**config.mk**
```make
export PLATFORM = sky130hd
export DESIGN_NAME = plus_periph_io_flat
export DESIGN_NICKNAME = d
export VERILOG_FILES = /design/src/rtl/plus_periph_io_if.sv /design/src/rtl/plus_periph_io.sv /design/src/flat_wrapper.sv
export SDC_FILE = /design/constraint.sdc
export NUM_CORES = 1
export LEC_CHECK = 0
export CORE_MARGIN = 2
export CORE_UTILIZATION = 35
export DETAILED_ROUTE_END_ITERATION = 10
export PLACE_DENSITY = 0.58
export SLEW_MARGIN = 20
export SYNTH_ARGS = -nofsm -noshare
export SYNTH_HDL_FRONTEND = slang
export SYNTH_SLANG_ARGS = --single-unit
```
**constraint.sdc**
```tcl
create_clock -name clk_sys -period 4.3 [get_ports clk_sys]
set_input_delay 0.86 -clock clk_sys [delete_from_list [all_inputs] [get_ports clk_sys]]
set_output_delay 0.86 -clock clk_sys [all_outputs]
set_load 0.005 [all_outputs]
```
**src/rtl/plus_periph_io_if.sv**
```systemverilog
// Z80 I/O bus bundle between the CPU-side read mux and the Plus peripheral block.
interface plus_periph_io_if;
  logic [15:0] cpu_addr;
  logic [7:0]  cpu_data;
  logic        cpu_wr;
  logic        cpu_rd;
  logic [7:0]  io_dout;
  logic        io_sel;

  modport master (output cpu_addr, cpu_data, cpu_wr, cpu_rd, input io_dout, io_sel);
  modport slave  (input cpu_addr, cpu_data, cpu_wr, cpu_rd, output io_dout, io_sel);
endinterface

```
**src/rtl/plus_periph_io.sv**
```systemverilog
// Plus/GX4000 peripheral I/O: joystick ports, buffered Centronics printer channel, status and IRQ.
// Optional feature: define PLUS_IO_DEBOUNCE_EN for per-bit joystick debounce.
module plus_periph_io #(
  parameter int unsigned NUM_JOY     = 2,
  parameter int unsigned JOY_BITS    = 7,
  parameter logic [7:0]  BASE_ADDR   = 8'h70,
  parameter int unsigned FIFO_DEPTH  = 8,
  parameter int unsigned STROBE_CYC  = 16,
  parameter int unsigned ACK_TIMEOUT = 65535,
  parameter int unsigned DEB_CYC     = 1024
) (
  input  logic                        clk_sys,
  input  logic                        reset,
  input  logic                        enable,
  plus_periph_io_if.slave             bus,
  input  logic [NUM_JOY*JOY_BITS-1:0] joy_in,
  output logic [7:0]                  printer_data,
  output logic                        printer_strobe,
  input  logic                        printer_busy,
  input  logic                        printer_ack,
  output logic                        irq
);

  localparam int unsigned JW      = NUM_JOY * JOY_BITS;
  localparam int unsigned AW      = $clog2(FIFO_DEPTH);
  localparam int unsigned PW      = AW + 1;
  localparam int unsigned CNT_MAX = (ACK_TIMEOUT > STROBE_CYC) ? ACK_TIMEOUT : STROBE_CYC;
  localparam int unsigned CW      = $clog2(CNT_MAX + 1);

  if (NUM_JOY < 1 || NUM_JOY > 4 || JOY_BITS < 1 || JOY_BITS > 7 || FIFO_DEPTH < 2 ||
      (FIFO_DEPTH & (FIFO_DEPTH - 1)) != 0 || STROBE_CYC < 1 || ACK_TIMEOUT < 1 ||
      DEB_CYC < 1) begin : g_bad_param
    $error("plus_periph_io: illegal parameter value");
  end

  typedef enum logic [1:0] {ST_IDLE, ST_LOAD, ST_STROBE, ST_WAIT_ACK} state_t;

  state_t          state_q, state_d;
  logic [CW-1:0]   cnt_q, cnt_d;
  logic            pop_c, tmo_set_c;

  logic            cpu_wr_q;
  logic            joy_swap, prn_en, irq_en, tmo_flag, ovf_flag;
  logic [JW-1:0]   joy_s1, joy_s2, joy_sync;
  logic            ack_s1, ack_s2, ack_s3, ack_rise_c;

  logic [7:0]      mem [FIFO_DEPTH];
  logic [PW-1:0]   wr_ptr_q, rd_ptr_q, count_c;
  logic            empty_c, full_c, fsm_active_c;
  logic [3:0]      level_c;

  logic [7:0]      off_c;
  logic            win_hit_c, gx_hit_c, wr_edge_c;
  logic            wr_ctrl_c, wr_stat_c, wr_pdata_c, push_c, flush_c;
  logic [1:0]      jn_c, ch_c;
  logic [7:0]      joy_byte_c, rd_data_c;

  // Address decode: main window is the low address byte, GX4000 compat is a full 16-bit match.
  assign off_c     = bus.cpu_addr[7:0] - BASE_ADDR;
  assign win_hit_c = (off_c < 8'd7);
  assign gx_hit_c  = ((bus.cpu_addr & 16'hFFFC) == 16'hF7F0);

  // Writes act once per cpu_wr assertion; the edge tracker runs even while disabled.
  assign wr_edge_c  = bus.cpu_wr && !cpu_wr_q && enable;
  assign wr_ctrl_c  = wr_edge_c && win_hit_c && (off_c == 8'd0);
  assign wr_stat_c  = wr_edge_c && win_hit_c && (off_c == 8'd1);
  assign wr_pdata_c = wr_edge_c && win_hit_c && (off_c == 8'd2);
  assign flush_c    = wr_ctrl_c && bus.cpu_data[7];
  assign push_c     = wr_pdata_c && !full_c;

  assign count_c      = wr_ptr_q - rd_ptr_q;
  assign empty_c      = (count_c == '0);
  assign full_c       = (count_c == PW'(FIFO_DEPTH));
  assign level_c      = (32'(count_c) > 32'd15) ? 4'hF : 4'(count_c);
  assign fsm_active_c = (state_q != ST_IDLE);
  assign ack_rise_c   = ack_s2 && !ack_s3;

  always_ff @(posedge clk_sys or posedge reset) begin
    if (reset) begin
      cpu_wr_q <= 1'b0;
      joy_swap <= 1'b0;
      prn_en   <= 1'b0;
      irq_en   <= 1'b0;
      tmo_flag <= 1'b0;
      ovf_flag <= 1'b0;
    end else begin
      cpu_wr_q <= bus.cpu_wr;
      if (wr_ctrl_c) begin
        joy_swap <= bus.cpu_data[0];
        prn_en   <= bus.cpu_data[1];
        irq_en   <= bus.cpu_data[2];
      end
      // A new timeout wins over a same-cycle clear so the event is never lost.
      if (tmo_set_c)                        tmo_flag <= 1'b1;
      else if (wr_stat_c && bus.cpu_data[3]) tmo_flag <= 1'b0;
      if (wr_pdata_c && full_c)             ovf_flag <= 1'b1;
      else if (wr_stat_c && bus.cpu_data[4]) ovf_flag <= 1'b0;
    end
  end

  always_ff @(posedge clk_sys or posedge reset) begin
    if (reset) begin
      joy_s1 <= '0;
      joy_s2 <= '0;
      ack_s1 <= 1'b0;
      ack_s2 <= 1'b0;
      ack_s3 <= 1'b0;
    end else begin
      joy_s1 <= joy_in;
      joy_s2 <= joy_s1;
      ack_s1 <= printer_ack;
      ack_s2 <= ack_s1;
      ack_s3 <= ack_s2;
    end
  end

`ifdef PLUS_IO_DEBOUNCE_EN
  localparam int unsigned DW = $clog2(DEB_CYC + 1);
  logic [DW-1:0] deb_cnt [JW];
  logic [JW-1:0] joy_deb;

  // Each bit follows its synced input only after DEB_CYC consecutive differing samples.
  always_ff @(posedge clk_sys or posedge reset) begin
    if (reset) begin
      joy_deb <= '0;
      for (int i = 0; i < JW; i++) deb_cnt[i] <= '0;
    end else begin
      for (int i = 0; i < JW; i++) begin
        if (joy_s2[i] == joy_deb[i]) begin
          deb_cnt[i] <= '0;
        end else if (deb_cnt[i] == DW'(DEB_CYC - 1)) begin
          joy_deb[i] <= joy_s2[i];
          deb_cnt[i] <= '0;
        end else begin
          deb_cnt[i] <= deb_cnt[i] + DW'(1);
        end
      end
    end
  end

  assign joy_sync = joy_deb;
`else
  assign joy_sync = joy_s2;
`endif

  // FIFO storage needs no reset; occupancy is tracked purely by the pointers.
  always_ff @(posedge clk_sys) begin
    if (push_c) mem[wr_ptr_q[AW-1:0]] <= bus.cpu_data;
  end

  always_ff @(posedge clk_sys or posedge reset) begin
    if (reset) begin
      wr_ptr_q <= '0;
      rd_ptr_q <= '0;
    end else begin
      if (push_c) wr_ptr_q <= wr_ptr_q + PW'(1);
      if (flush_c)    rd_ptr_q <= wr_ptr_q;
      else if (pop_c) rd_ptr_q <= rd_ptr_q + PW'(1);
    end
  end

  always_ff @(posedge clk_sys or posedge reset) begin
    if (reset) begin
      state_q <= ST_IDLE;
      cnt_q   <= '0;
    end else begin
      state_q <= state_d;
      cnt_q   <= cnt_d;
    end
  end

  // Printer handshake; a flush landing between IDLE and LOAD sends the FSM back without a pop.
  always_comb begin
    state_d   = state_q;
    cnt_d     = cnt_q;
    pop_c     = 1'b0;
    tmo_set_c = 1'b0;
    unique case (state_q)
      ST_IDLE: begin
        if (prn_en && !empty_c && !printer_busy) state_d = ST_LOAD;
      end
      ST_LOAD: begin
        if (empty_c) begin
          state_d = ST_IDLE;
        end else begin
          pop_c   = 1'b1;
          cnt_d   = '0;
          state_d = ST_STROBE;
        end
      end
      ST_STROBE: begin
        if (cnt_q == CW'(STROBE_CYC - 1)) begin
          cnt_d   = '0;
          state_d = ST_WAIT_ACK;
        end else begin
          cnt_d = cnt_q + CW'(1);
        end
      end
      ST_WAIT_ACK: begin
        if (ack_rise_c) begin
          state_d = ST_IDLE;
        end else if (cnt_q == CW'(ACK_TIMEOUT - 1)) begin
          tmo_set_c = 1'b1;
          state_d   = ST_IDLE;
        end else begin
          cnt_d = cnt_q + CW'(1);
        end
      end
      default: state_d = ST_IDLE;
    endcase
  end

  always_ff @(posedge clk_sys or posedge reset) begin
    if (reset) begin
      printer_data   <= 8'h00;
      printer_strobe <= 1'b0;
      irq            <= 1'b0;
    end else begin
      printer_strobe <= (state_d == ST_STROBE);
      if (pop_c) printer_data <= mem[rd_ptr_q[AW-1:0]];
      irq <= irq_en && ((empty_c && !fsm_active_c) || tmo_flag || ovf_flag);
    end
  end

  // Joystick channel select with optional 0<->1 swap; absent channels read as all ones.
  always_comb begin
    jn_c = gx_hit_c && !win_hit_c ? bus.cpu_addr[1:0] : 2'(off_c - 8'd3);
    ch_c = jn_c;
    if (joy_swap && NUM_JOY >= 2 && !jn_c[1]) ch_c[0] = ~jn_c[0];
    joy_byte_c = 8'hFF;
    for (int i = 0; i < NUM_JOY; i++) begin
      if (ch_c == 2'(i)) joy_byte_c[JOY_BITS-1:0] = ~joy_sync[i*JOY_BITS +: JOY_BITS];
    end
  end

  always_comb begin
    rd_data_c = 8'hFF;
    if (win_hit_c) begin
      unique case (off_c)
        8'd0:    rd_data_c = {5'b0, irq_en, prn_en, joy_swap};
        8'd1:    rd_data_c = {3'b0, ovf_flag, tmo_flag, fsm_active_c, full_c, empty_c};
        8'd2:    rd_data_c = {4'h0, level_c};
        default: rd_data_c = joy_byte_c;
      endcase
    end else if (gx_hit_c) begin
      rd_data_c = joy_byte_c;
    end
  end

  assign bus.io_sel  = bus.cpu_rd && enable && (win_hit_c || gx_hit_c);
  assign bus.io_dout = bus.io_sel ? rd_data_c : 8'hFF;

endmodule
```
**src/flat_wrapper.sv**
```systemverilog
// flat-port wrapper written by rule: the top's interface ports become plain ports
module plus_periph_io_flat 
#(
  parameter int unsigned NUM_JOY     = 2,
  parameter int unsigned JOY_BITS    = 7,
  parameter logic [7:0]  BASE_ADDR   = 8'h70,
  parameter int unsigned FIFO_DEPTH  = 8,
  parameter int unsigned STROBE_CYC  = 16,
  parameter int unsigned ACK_TIMEOUT = 65535,
  parameter int unsigned DEB_CYC     = 1024
)
  (clk_sys, reset, enable, joy_in, printer_data, printer_strobe, printer_busy, printer_ack, irq, bus_cpu_addr, bus_cpu_data, bus_cpu_wr, bus_cpu_rd, bus_io_dout, bus_io_sel);
  plus_periph_io_if bus_i ();
  input  logic clk_sys;
  input  logic reset;
  input  logic enable;
  input  logic [NUM_JOY*JOY_BITS-1:0] joy_in;
  output logic [7:0] printer_data;
  output logic printer_strobe;
  input  logic printer_busy;
  input  logic printer_ack;
  output logic irq;
  input wire logic [$bits(bus_i.cpu_addr)-1:0] bus_cpu_addr;
  input wire logic [$bits(bus_i.cpu_data)-1:0] bus_cpu_data;
  input wire logic [$bits(bus_i.cpu_wr)-1:0] bus_cpu_wr;
  input wire logic [$bits(bus_i.cpu_rd)-1:0] bus_cpu_rd;
  output wire logic [$bits(bus_i.io_dout)-1:0] bus_io_dout;
  output wire logic [$bits(bus_i.io_sel)-1:0] bus_io_sel;
  assign bus_i.cpu_addr = bus_cpu_addr;
  assign bus_i.cpu_data = bus_cpu_data;
  assign bus_i.cpu_wr = bus_cpu_wr;
  assign bus_i.cpu_rd = bus_cpu_rd;
  assign bus_io_dout = bus_i.io_dout;
  assign bus_io_sel = bus_i.io_sel;
  plus_periph_io #(.NUM_JOY(NUM_JOY), .JOY_BITS(JOY_BITS), .BASE_ADDR(BASE_ADDR), .FIFO_DEPTH(FIFO_DEPTH), .STROBE_CYC(STROBE_CYC), .ACK_TIMEOUT(ACK_TIMEOUT), .DEB_CYC(DEB_CYC)) u_core (.clk_sys(clk_sys), .reset(reset), .enable(enable), .bus(bus_i), .joy_in(joy_in), .printer_data(printer_data), .printer_strobe(printer_strobe), .printer_busy(printer_busy), .printer_ack(printer_ack), .irq(irq));
endmodule
```
==> run_results.csv, run 1 <==
group,metric,value,unit
status,outcome,"completed",
sta,holdWs,347,ps
synthesis,yosys_register_bits,137,
layout,syn_to_final_growth,26.0,%
synthesis,syn_nets,507,
clocking,cts-buffers-inserted,17,
synthesis,synth_edf_count,64,
sta,worstMarginPinSlew,910,ps
layout,drive_gt1_share,15.4,%
synthesis,syn_area_per_cell,13.4,um2
worst_setup_path,reg2reg_depth,8,
job,maxCapViolCount,0,
power,p_leak,0.00298,uW
routing,wl,13.3,mm
sta,rsz0062_at_grt,"false",
die,rows,47,
place,port_buffers,63,
die,start_util,36.1,%
die,fp.dieH,135,um
die,pin_count,64,
worst_setup_path,crit_arrival,3210,ps
layout,antenna_cells,0,
routing,viasPerCell,5.26,
grt,grt_use_total,15.7,%
routing,drt_iter0_markers,226,
clocking,htree_levels,4,
synthesis,synth_area,0.00603,mm2
synthesis,yosys_warnings,0,
grt,grt_pass1_vias,4088,
power,ir_drop,0.284,mV
synthesis,yosysUniqueCellTypes,64,
worst_setup_path,cp_cell_sequence,"clkdlybuf4s50_1 -> inv_1 -> ha_1 -> nor3_1 -> nor3_1 -> nand3_2 -> a221o_1 -> a2bb2oi_1 -> clkdlybuf4s50_1",
clocking,cts_resized,0,
layout,nFillCells,1511,
worst_setup_path,worstSetupPathType,"primary input to output port",
hold_path,min_path_cells,0,
sta,setup_viol,0,
clocking,clk_latency,420,ps
place,gp_congestion,0.834,
worst_setup_path,worstReg2RegEnd,"u_core.mem[2][7]$_DFFE_PP_",
power,p_per_area,524,mW/mm2
layout,final_nets,591,
grt,grt_pass1_wl,21.7,mm
synthesis,ys_async_sr_fraction,53.3,%
worst_setup_path,path_max_fanout,6,
clocking,cts_hold_buffers,0,
layout,regArea,0.00375,mm2
hold_path,hold_class,"flop to flop",
sta,hold_viol,0,
grt,antenna_found_initial,0,
sta,finalSetupTns,0,ps
worst_setup_path,slowest_stage,"clkdlybuf4s50_1",
synthesis,synthFlopType,"dfrtp_1",
sta,period_share,94.7,%
worst_setup_path,r2r_start,"u_core.rd_ptr_q[1]$_DFFE_PP0P_",
worst_setup_path,cp-end-kind,"output port",
grt,grt_max_degree,40,
clocking,cts.sinks,137,
routing,vias,4037,
hold_path,min-delay-start,"u_core.joy_s1[2]$_DFF_PP0_",
clocking,clockRootBuffer,"clkbuf_16",
synthesis,yosysSeqAreaShare,62.2,%
sta,final-max-slew-violation-count,0,
worst_setup_path,critPathLaunchType,"primary input",
clocking,cts_tree,"yes",
die,dieArea,0.0183,mm2
clocking,postCtsSetupRepairBufs,0,
place,hpwl,9.32,mm
clocking,clk_path_buf_depth,2,
sta,fin_crit,4070,ps
routing,antenna_left,0,
routing,wl_per_cell,17.3,um
routing,first_pass_iters,5,
routing,drc,0,
worst_setup_path,cp_data_required_time,3440,ps
grt,grt.overflow.total,0,
worst_setup_path,r2r_slack,930,ps
clocking,clkSlewWorstSetupHoldPaths,60,ps
sta,fin_worst_skew,14.4,ps
layout,multiInputGateArea,0.00211,mm2
sta,fmax,246,MHz
hold_path,min_to,"u_core.joy_s2[2]$_DFF_PP0_",
worst_setup_path,critPathMaxStageDelay,490,ps
synthesis,synthCells,450,
die,die_w,135,um
die,core_area,0.0167,mm2
sta,max_slew_margin,39.3,%
==> report_power, final <==
| group | leakage (uW) | switching, uW | internal (uW) |
|---|---|---|---|
| registers | 0.00147 | 108 | 1480 |
| clock network | 0.000290 | 559 | 899 |
| logic | 0.00123 | 491 | 442 |
| total | 0.00298 | 1160 | 2820 |
==> per-layer routing <==
layer | global-route usage (%) | vias up | wire length, um | part of all wire [%]
met3 | 4.53 | 13 | 730 | 5.5
met4 | 4.98 | 0 | 150 | 1.1
li1 | - | 1889 | - | -
met2 | 26.1 | 134 | 6420 | 48
met5 | 0 | - | 0 | 0
met1 | 20.0 | 2001 | 5990 | 45
==> state kept, by name, indices dropped and copies added (netlist names), 2 cells and up <==
name and count:
u_core.mem 64, u_core.cnt_q 16, u_core.joy_s1 14, u_core.joy_s2 14
u_core.printer_data 8, u_core.rd_ptr_q 4, u_core.wr_ptr_q 4, u_core.state_q 2
==> how the worst max path moves through the flow <==
stage                                    from                          to  slack [ps]  cells after the start
5_1_grt                       bus_cpu_addr[0]              bus_io_dout[0]          10                      9
2_1_floorplan  u_core.rd_ptr_q[1]$_DFFE_PP0P_  u_core.mem[1][0]$_DFFE_PP_         610                      8
6_report                      bus_cpu_addr[0]              bus_io_dout[0]         230                      9
4_1_cts        u_core.rd_ptr_q[1]$_DFFE_PP0P_              bus_io_dout[0]         130                      8
3_3_place_gp                  bus_cpu_addr[0]              bus_io_dout[0]         230                      9
3_5_place_dp                  bus_cpu_addr[0]              bus_io_dout[0]         200                      9
==> cell usage in the layout (no fill, tap or decap), drive strengths merged, types with 4 or more instances in the layout <==
cell type	n
dfrtp	73
edfxtp	64
clkdlybuf4s50	63
nand2	39
inv	31
nor2	22
clkbuf	21
buf	18
mux4	16
a31oi	15
mux2i	13
nand3	13
o21ai	13
ha	11
and3	10
o22ai	9
nand4	8
a21oi	8
nor3	8
nor4b	7
mux2	6
nor4	6
xor2	4
nand2b	4
a41oi	4
and4	4
==> metrics by stage <==
step           instances  instance area, um2  setup slack [ps]  utilization, %  power (uW)
2_1_floorplan        450                6030               607               -        2240
3_3_place_gp         735                6990               234            41.8        2540
3_5_place_dp         735                6990               198            41.9        2550
4_1_cts              767                7590               128            45.4        4020
5_1_grt              767                7600              11.9            45.5        4180
6_report             767                7600               229            45.5        3980
==> worst max-delay path: cells and delay by family <==
family                     cells  cell delay (ps)
AOI/OAI and AO/OA              2              460
adders and majority gates      1              260
buffers and inverters          3             1080
and+or+nand+nor                3              550
==> cell families after synthesis <==
| group | share of synthesized area [%] |
|---|---|
| AO/OA/AOI/OAI | 9.19 |
| flip-flops | 62.2 |
| multiplexers | 9.25 |
| buffers and inverters | 3.03 |
| XOR/XNOR | 1.02 |
| AND/OR/NAND/NOR | 12.7 |
| adder cells (fa/ha/maj) | 2.61 |
==> Yosys cell counts (9+ instances only) <==
| master | instances | area [um2] |
|---|---|---|
| edfxtp_1 | 64 | 1920 |
| mux4_2 | 16 | 360 |
| dfrtp_1 | 73 | 1830 |
| nor2_1 | 21 | 78.8 |
| o22ai_1 | 9 | 56.3 |
| nand3_1 | 13 | 65.1 |
| ha_1 | 11 | 138 |
| mux2i_1 | 13 | 130 |
| o21ai_0 | 11 | 55.1 |
| and3_1 | 10 | 62.6 |
| inv_1 | 24 | 90.1 |
| a31oi_1 | 15 | 93.8 |
| nand2_1 | 39 | 146 |
==> layout make-up <==
class | count | share of cell area, %
flip-flops and latches | 137 | 49.3
repair buffers | 81 | 10.1
clock inverters | 11 | 1.76
well taps | 220 | 3.62
multi-input cells | 271 | 27.8
inverters | 26 | 1.33
clock buffers | 21 | 6.08
Note: power is estimated with default switching activity, not from simulation.
==> run 2: changes to the inputs <==
--- a/config.mk
+++ b/config.mk
@@ -5,6 +5,7 @@
 export SDC_FILE = /design/constraint.sdc
 export NUM_CORES = 1
 export LEC_CHECK = 0
+export ABC_AREA = 1
 export CORE_MARGIN = 2
 export CORE_UTILIZATION = 35
 export DETAILED_ROUTE_END_ITERATION = 10
==> run 2 against run 1 <==
Worst setup slack improved by 45 ps. Combinational power grew 13%. Routed wire length is 3.0% higher. Power grew 3.0%. Critical path depth rose by 2. Clock skew fell by 9.5 ps. Clock power about the same. Register-to-register slack better by 640 ps. Non-clock buffer count did not move. Sequential cell count stayed put. Sequential power is essentially flat. Synthesized area grew 1.3%. Largest power group unchanged. Highest routed layer unchanged.
==> run_results.csv, run 2 <==
group,metric,value,unit
routing,vias,4667,
hold_path,min-delay-start,"u_core.joy_s1[10]$_DFF_PP0_",
sta,finalSetupTns,0,ps
place,placed_cells,909,
sta,fin_crit,4030,ps
sta,setup_viol,0,
synthesis,synthFlopType,"dfrtp_1",
layout,antenna_cells,0,
worst_setup_path,critPathLaunchType,"primary input",
die,dieArea,0.0185,mm2
synthesis,yosysTopAreaCellShare,31.4,%
synthesis,synth.cells.most_frequent,"nand2_1 (115), nor2_1 (87), dfrtp_1 (73), edfxtp_1 (64), inv_1 (49)",
clocking,clk_path_buf_depth,2,
worst_setup_path,r2r_start,"u_core.rd_ptr_q[1]$_DFFE_PP0P_",
place,placed_area,0.00709,mm2
synthesis,syn_area_per_cell,9.92,um2
synthesis,yosys_warnings,0,
synthesis,synth_area_leaders,"edfxtp_1 (31%), dfrtp_1 (30%), nand2_1 (7.1%)",
worst_setup_path,worstReg2RegEnd,"u_core.mem[3][1]$_DFFE_PP_",
clocking,cts_hold_buffers,0,
routing,viasPerCell,4.96,
place,gp_congestion,0.859,
worst_setup_path,crit_arrival,3170,ps
layout,drive_gt1_share,9.08,%
power,p_leak,0.00318,uW
sta,final-max-slew-violation-count,0,
routing,drc,0,
sta,fin_worst_skew,4.89,ps
synthesis,synth_edf_count,64,
status,outcome,"completed",
worst_setup_path,cp_data_required_time,3440,ps
synthesis,yosysMostFrequentCell,"nand2_1",
layout,largest_reg_flops,64,
grt,grt_pass1_wl,22.5,mm
grt,grt_pass1_vias,4581,
clocking,clockRootBuffer,"clkbuf_16",
clocking,cts.sinks,137,
die,start_util,35.6,%
synthesis,synth_top_area_cell,"edfxtp_1",
die,rows,48,
synthesis,ys_async_sr_fraction,53.3,%
layout,final_cell_mix,"nand2_1 (114), nor2_1 (87), dfrtp_1 (73)",
clocking,cts-buffers-inserted,17,
synthesis,yosysSeqAreaShare,61.3,%
layout,layoutNonFillerInstCount,941,
routing,wl_per_cell,14.6,um
routing,first_pass_iters,5,
power,p_per_area,532,mW/mm2
synthesis,yosysUniqueCellTypes,36,
sta,fmax,248,MHz
worst_setup_path,path_max_fanout,6,
sta,max_slew_margin,32.1,%
job,maxCapViolCount,0,
clocking,cts_tree,"yes",
grt,grt.overflow.total,0,
worst_setup_path,worstSetupPathType,"primary input to output port",
die,die_w,136,um
clocking,htree_levels,4,
place,hpwl,9.31,mm
sta,rsz0062_at_grt,"false",
worst_setup_path,cp-startpoint,"bus_cpu_addr[5]",
synthesis,synth_area,0.00611,mm2
place,place_ws,231,ps
power,ir_drop,0.343,mV
hold_path,hold_class,"flop to flop",
clocking,cts_resized,0,
layout,final_nets,760,
worst_setup_path,r2r_slack,1570,ps
synthesis,syn_nets,673,
clocking,clk_latency,420,ps
layout,fin_area,0.00771,mm2
routing,wl,13.7,mm
clocking,postCtsSetupRepairBufs,0,
worst_setup_path,crit_path_end,"bus_io_dout[0]",
worst_setup_path,reg2reg_depth,12,
die,core_area,0.0172,mm2
synthesis,synthCells,616,
sta,period_share,93.6,%
grt,grt_use_total,15.9,%
sta,worstMarginPinSlew,1020,ps
routing,antenna_left,0,
layout,final_common_cell,"nand2_1",
synthesis,yosys_register_bits,137,
sta,fin_ws,274,ps
worst_setup_path,cp-end-kind,"output port",
sta,hold_viol,0,
place,port_buffers,63,
die,pin_count,64,
clocking,clkSlewWorstSetupHoldPaths,60,ps
die,fp.dieH,136,um
layout,syn_to_final_growth,26.1,%
grt,grt_max_degree,50,
routing,drt_iter0_markers,276,
grt,antenna_found_initial,0,
sta,holdWs,343,ps
==> run 2: changes by cell type in the layout (fill, tap and decap cells not counted), moves of 8 or more <==
cell,delta
and3_1,-8
o21ai_0,+35
nand2_1,+75
nor3_1,+8
o22ai_1,+11
mux4_2,-16
inv_1,+25
nand3_1,+30
nor2_1,+66
mux2i_1,-13
==> run 2: how the worst min path moves through the flow <==
stage / to / slack, ps / depth (start not counted)
after detailed placement: u_core.joy_s2[6]$_DFF_PP0_ / 330 / 0
after global placement: u_core.joy_s2[12]$_DFF_PP0_ / 330 / 0
after floorplan: u_core.ack_s2$_DFF_PP0_ / 330 / 0
after global routing: u_core.joy_s2[13]$_DFF_PP0_ / 350 / 0
final: u_core.joy_s2[10]$_DFF_PP0_ / 340 / 0
after CTS: u_core.joy_s2[10]$_DFF_PP0_ / 340 / 0
==> run 2: worst max-delay path: stages <==
cell and delay [ps]:
clkdlybuf4s50_1 460, nand3_1 120, nor2_1 230, nand3_1 160, nand2_1 120, nand2_1 90, inv_1 180, nand2_1 130
nor3_1 250, a21oi_1 90, clkdlybuf4s50_1 460
==> run 2: logic make-up after synthesis <==
family          share of synthesized area [%]
simple gates                             20.3
flops                                    61.3
compound gates                           9.28
buf+inv                                  4.48
xor+xnor                                 2.01
fa+ha+maj                                2.58
==> run 2: per-layer routing <==
metal / wire length (um) / track usage, %
met1: 6290 / 20.2
met2: 6370 / 25.5
met3: 761 / 5.03
met4: 270 / 6.08
met5: 0 / 0
==> run 2: layout make-up <==
class / instances / area, um2
well taps: 225 / 282
fillers: 1648 / 9470
clock buffers: 23 / 510
inverters: 54 / 203
repair buffers: 81 / 766
clock inverters: 9 / 108
multi-input cells: 412 / 2090
flip-flops and latches: 137 / 3750
==> run 2: power breakdown <==
part	switching [uW]	total [uW]	internal (uW)
logic	665	1050	389
registers	82.5	1560	1470
clock network	537	1490	954
==> run 2: per-stage QoR <==
| stage | power [uW] | util [%] |
|---|---|---|
| 6_report | 4100 | 44.9 |
| 5_1_grt | 4350 | 44.9 |
| 4_1_cts | 4140 | 44.9 |
| 3_5_place_dp | 2630 | 41.3 |
| 3_3_place_gp | 2610 | 41.3 |
| 2_1_floorplan | 2280 | - |
==> run 3: changes to the inputs <==
--- a/config.mk
+++ b/config.mk
@@ -6,11 +6,9 @@
 export NUM_CORES = 1
 export LEC_CHECK = 0
 export ABC_AREA = 1
-export CORE_MARGIN = 2
 export CORE_UTILIZATION = 35
 export DETAILED_ROUTE_END_ITERATION = 10
 export PLACE_DENSITY = 0.58
-export SLEW_MARGIN = 20
 export SYNTH_ARGS = -nofsm -noshare
 export SYNTH_HDL_FRONTEND = slang
 export SYNTH_SLANG_ARGS = --single-unit
==> run 3 against run 2 <==
First-iteration DRC count rose by 4.0%. Worst setup slack got worse by 29 ps. Non-clock buffer count did not move. Register-to-register slack improved by 70 ps. Routed wire length rose by 1.3%. Clock power fell by 8%. Combinational power barely moved. Critical path depth did not move. Critical path type unchanged.
==> run_results.csv, run 3 (synthesis gave the netlist of run 2 again) <==
group,metric,value,unit
status,outcome,"completed",
routing,first_pass_iters,5,
routing,wl_per_cell,14.8,um
sta,fin_crit,4050,ps
clocking,cts_tree,"yes",
die,rows,47,
worst_setup_path,cp_data_required_time,3440,ps
power,finalPower,3980,uW
die,die_w,134,um
die,pin_count,64,
die,core_area,0.0168,mm2
layout,drive_gt1_share,9.36,%
routing,met1_length,6.39,mm
routing,wl_met3,814,um
clocking,cts_hold_buffers,0,
layout,nFillCells,1583,
layout,utilization,45.6,%
die,start_util,36.3,%
worst_setup_path,worstSetupPathType,"primary input to output port",
layout,final_nets,760,
power,p_per_area,520,mW/mm2
clocking,htree_levels,4,
grt,grt_max_degree,36,
layout,regArea,0.00375,mm2
grt,grt_use_total,17.0,%
layout,largest_reg_flops,64,
clocking,clockRootBuffer,"clkbuf_16",
worst_setup_path,reg2reg_depth,11,
routing,wl,13.9,mm
sta,max_slew_margin,31.8,%
sta,fmax,247,MHz
grt,antenna_found_initial,0,
power,ir_drop,0.356,mV
worst_setup_path,path_max_fanout,6,
grt,grt.overflow.total,0,
layout,antenna_cells,0,
clocking,clk_path_buf_depth,2,
worst_setup_path,critPathLaunchType,"primary input",
routing,drc,0,
sta,worstMarginPinSlew,1020,ps
routing,antenna_left,0,
place,port_buffers,63,
clocking,cts.sinks,137,
grt,grt_pass1_wl,23.2,mm
sta,rsz0062_at_grt,"false",
hold_path,min_path_cells,0,
layout,final_cell_mix,"nand2_1 (114), nor2_1 (86), dfrtp_1 (73)",
routing,viasPerCell,4.92,
layout,syn_to_final_growth,25.4,%
routing,wl_met2,6.45,mm
hold_path,hold_class,"flop to flop",
clocking,clk_latency,420,ps
worst_setup_path,cp-end-kind,"output port",
layout,final_common_cell,"nand2_1",
sta,finalSetupTns,0,ps
die,fp.dieH,134,um
sta,setup_viol,0,
place,hpwl,9.44,mm
worst_setup_path,crit_arrival,3190,ps
job,maxCapViolCount,0,
grt,grt_pass1_vias,4604,
clocking,clkSlewWorstSetupHoldPaths,60,ps
routing,vias,4607,
place,gp_congestion,0.910,
layout,multiInputGateArea,0.00210,mm2
sta,period_share,94.3,%
routing,drt_iter0_markers,287,
routing,highest_layer,"met4",
die,dieArea,0.0180,mm2
sta,fin_worst_skew,5.25,ps
power,p_leak,0.00315,uW
sta,hold_viol,0,
clocking,cts-buffers-inserted,17,
sta,final-max-slew-violation-count,0,
[run 3: report_power, final]
group          switching (uW)  internal [uW]
Combinational             677            389
Sequential               79.7           1470
Clock                     528            838
Total                    1280           2700
[run 3: worst max-delay path: stages]
cell and delay, ps:
clkdlybuf4s50_1 460, nand3_1 110, nor2_1 230, nand3_1 200
nand2_1 130, nand2_1 120, inv_2 140, nand2_1 110
nor3_1 280, a21oi_1 80, clkdlybuf4s50_1 460
[run 3: cell type report]
cell class	instances	area share, %
flip-flops and latches	137	48.9
multi-input cells	412	27.4
repair buffers	81	10.0
clock buffers	24	6.71
well taps	220	3.59
inverters	54	2.65
clock inverters	8	0.735
[run 3: layer usage]
| layer | up-vias | global-route usage, % |
|---|---|---|
| met5 | - | 0 |
| met4 | 0 | 5.99 |
| met3 | 15 | 4.88 |
| met2 | 138 | 26.9 |
| met1 | 2179 | 22.3 |
| li1 | 2275 | - |
[run 3: final timing paths]
path | endpoint | start | slack, ps
min | u_core.joy_s2[4]$_DFF_PP0_ | u_core.joy_s1[4]$_DFF_PP0_ | 340
min in group asynchronous | u_core.cnt_q[1]$_DFFE_PP0P_ | reset | 850
max | bus_io_dout[0] | bus_cpu_addr[5] | 250
max reg2reg | u_core.cnt_q[12]$_DFFE_PP0P_ | u_core.wr_ptr_q[0]$_DFFE_PP0P_ | 1640
min reg2reg | u_core.joy_s2[4]$_DFF_PP0_ | u_core.joy_s1[4]$_DFF_PP0_ | 340
max in group asynchronous | u_core.joy_s2[5]$_DFF_PP0_ | reset | 2690
[run 3: through the flow]
step | hold WS (ps) | instance area [um2] | cells | setup WS (ps)
floorplan | 331 | 6110 | 616 | 1180
CTS | 347 | 7650 | 936 | 192
global placement | 333 | 7080 | 904 | 291
detailed placement | 335 | 7080 | 904 | 208
global route | 349 | 7660 | 936 | 29.2
finish | 344 | 7660 | 936 | 246
[run 3: timing repair]
action,CTS,global route
gates resized for setup,0,4
setup endpoints to repair,0,7
buffers inserted,0,0
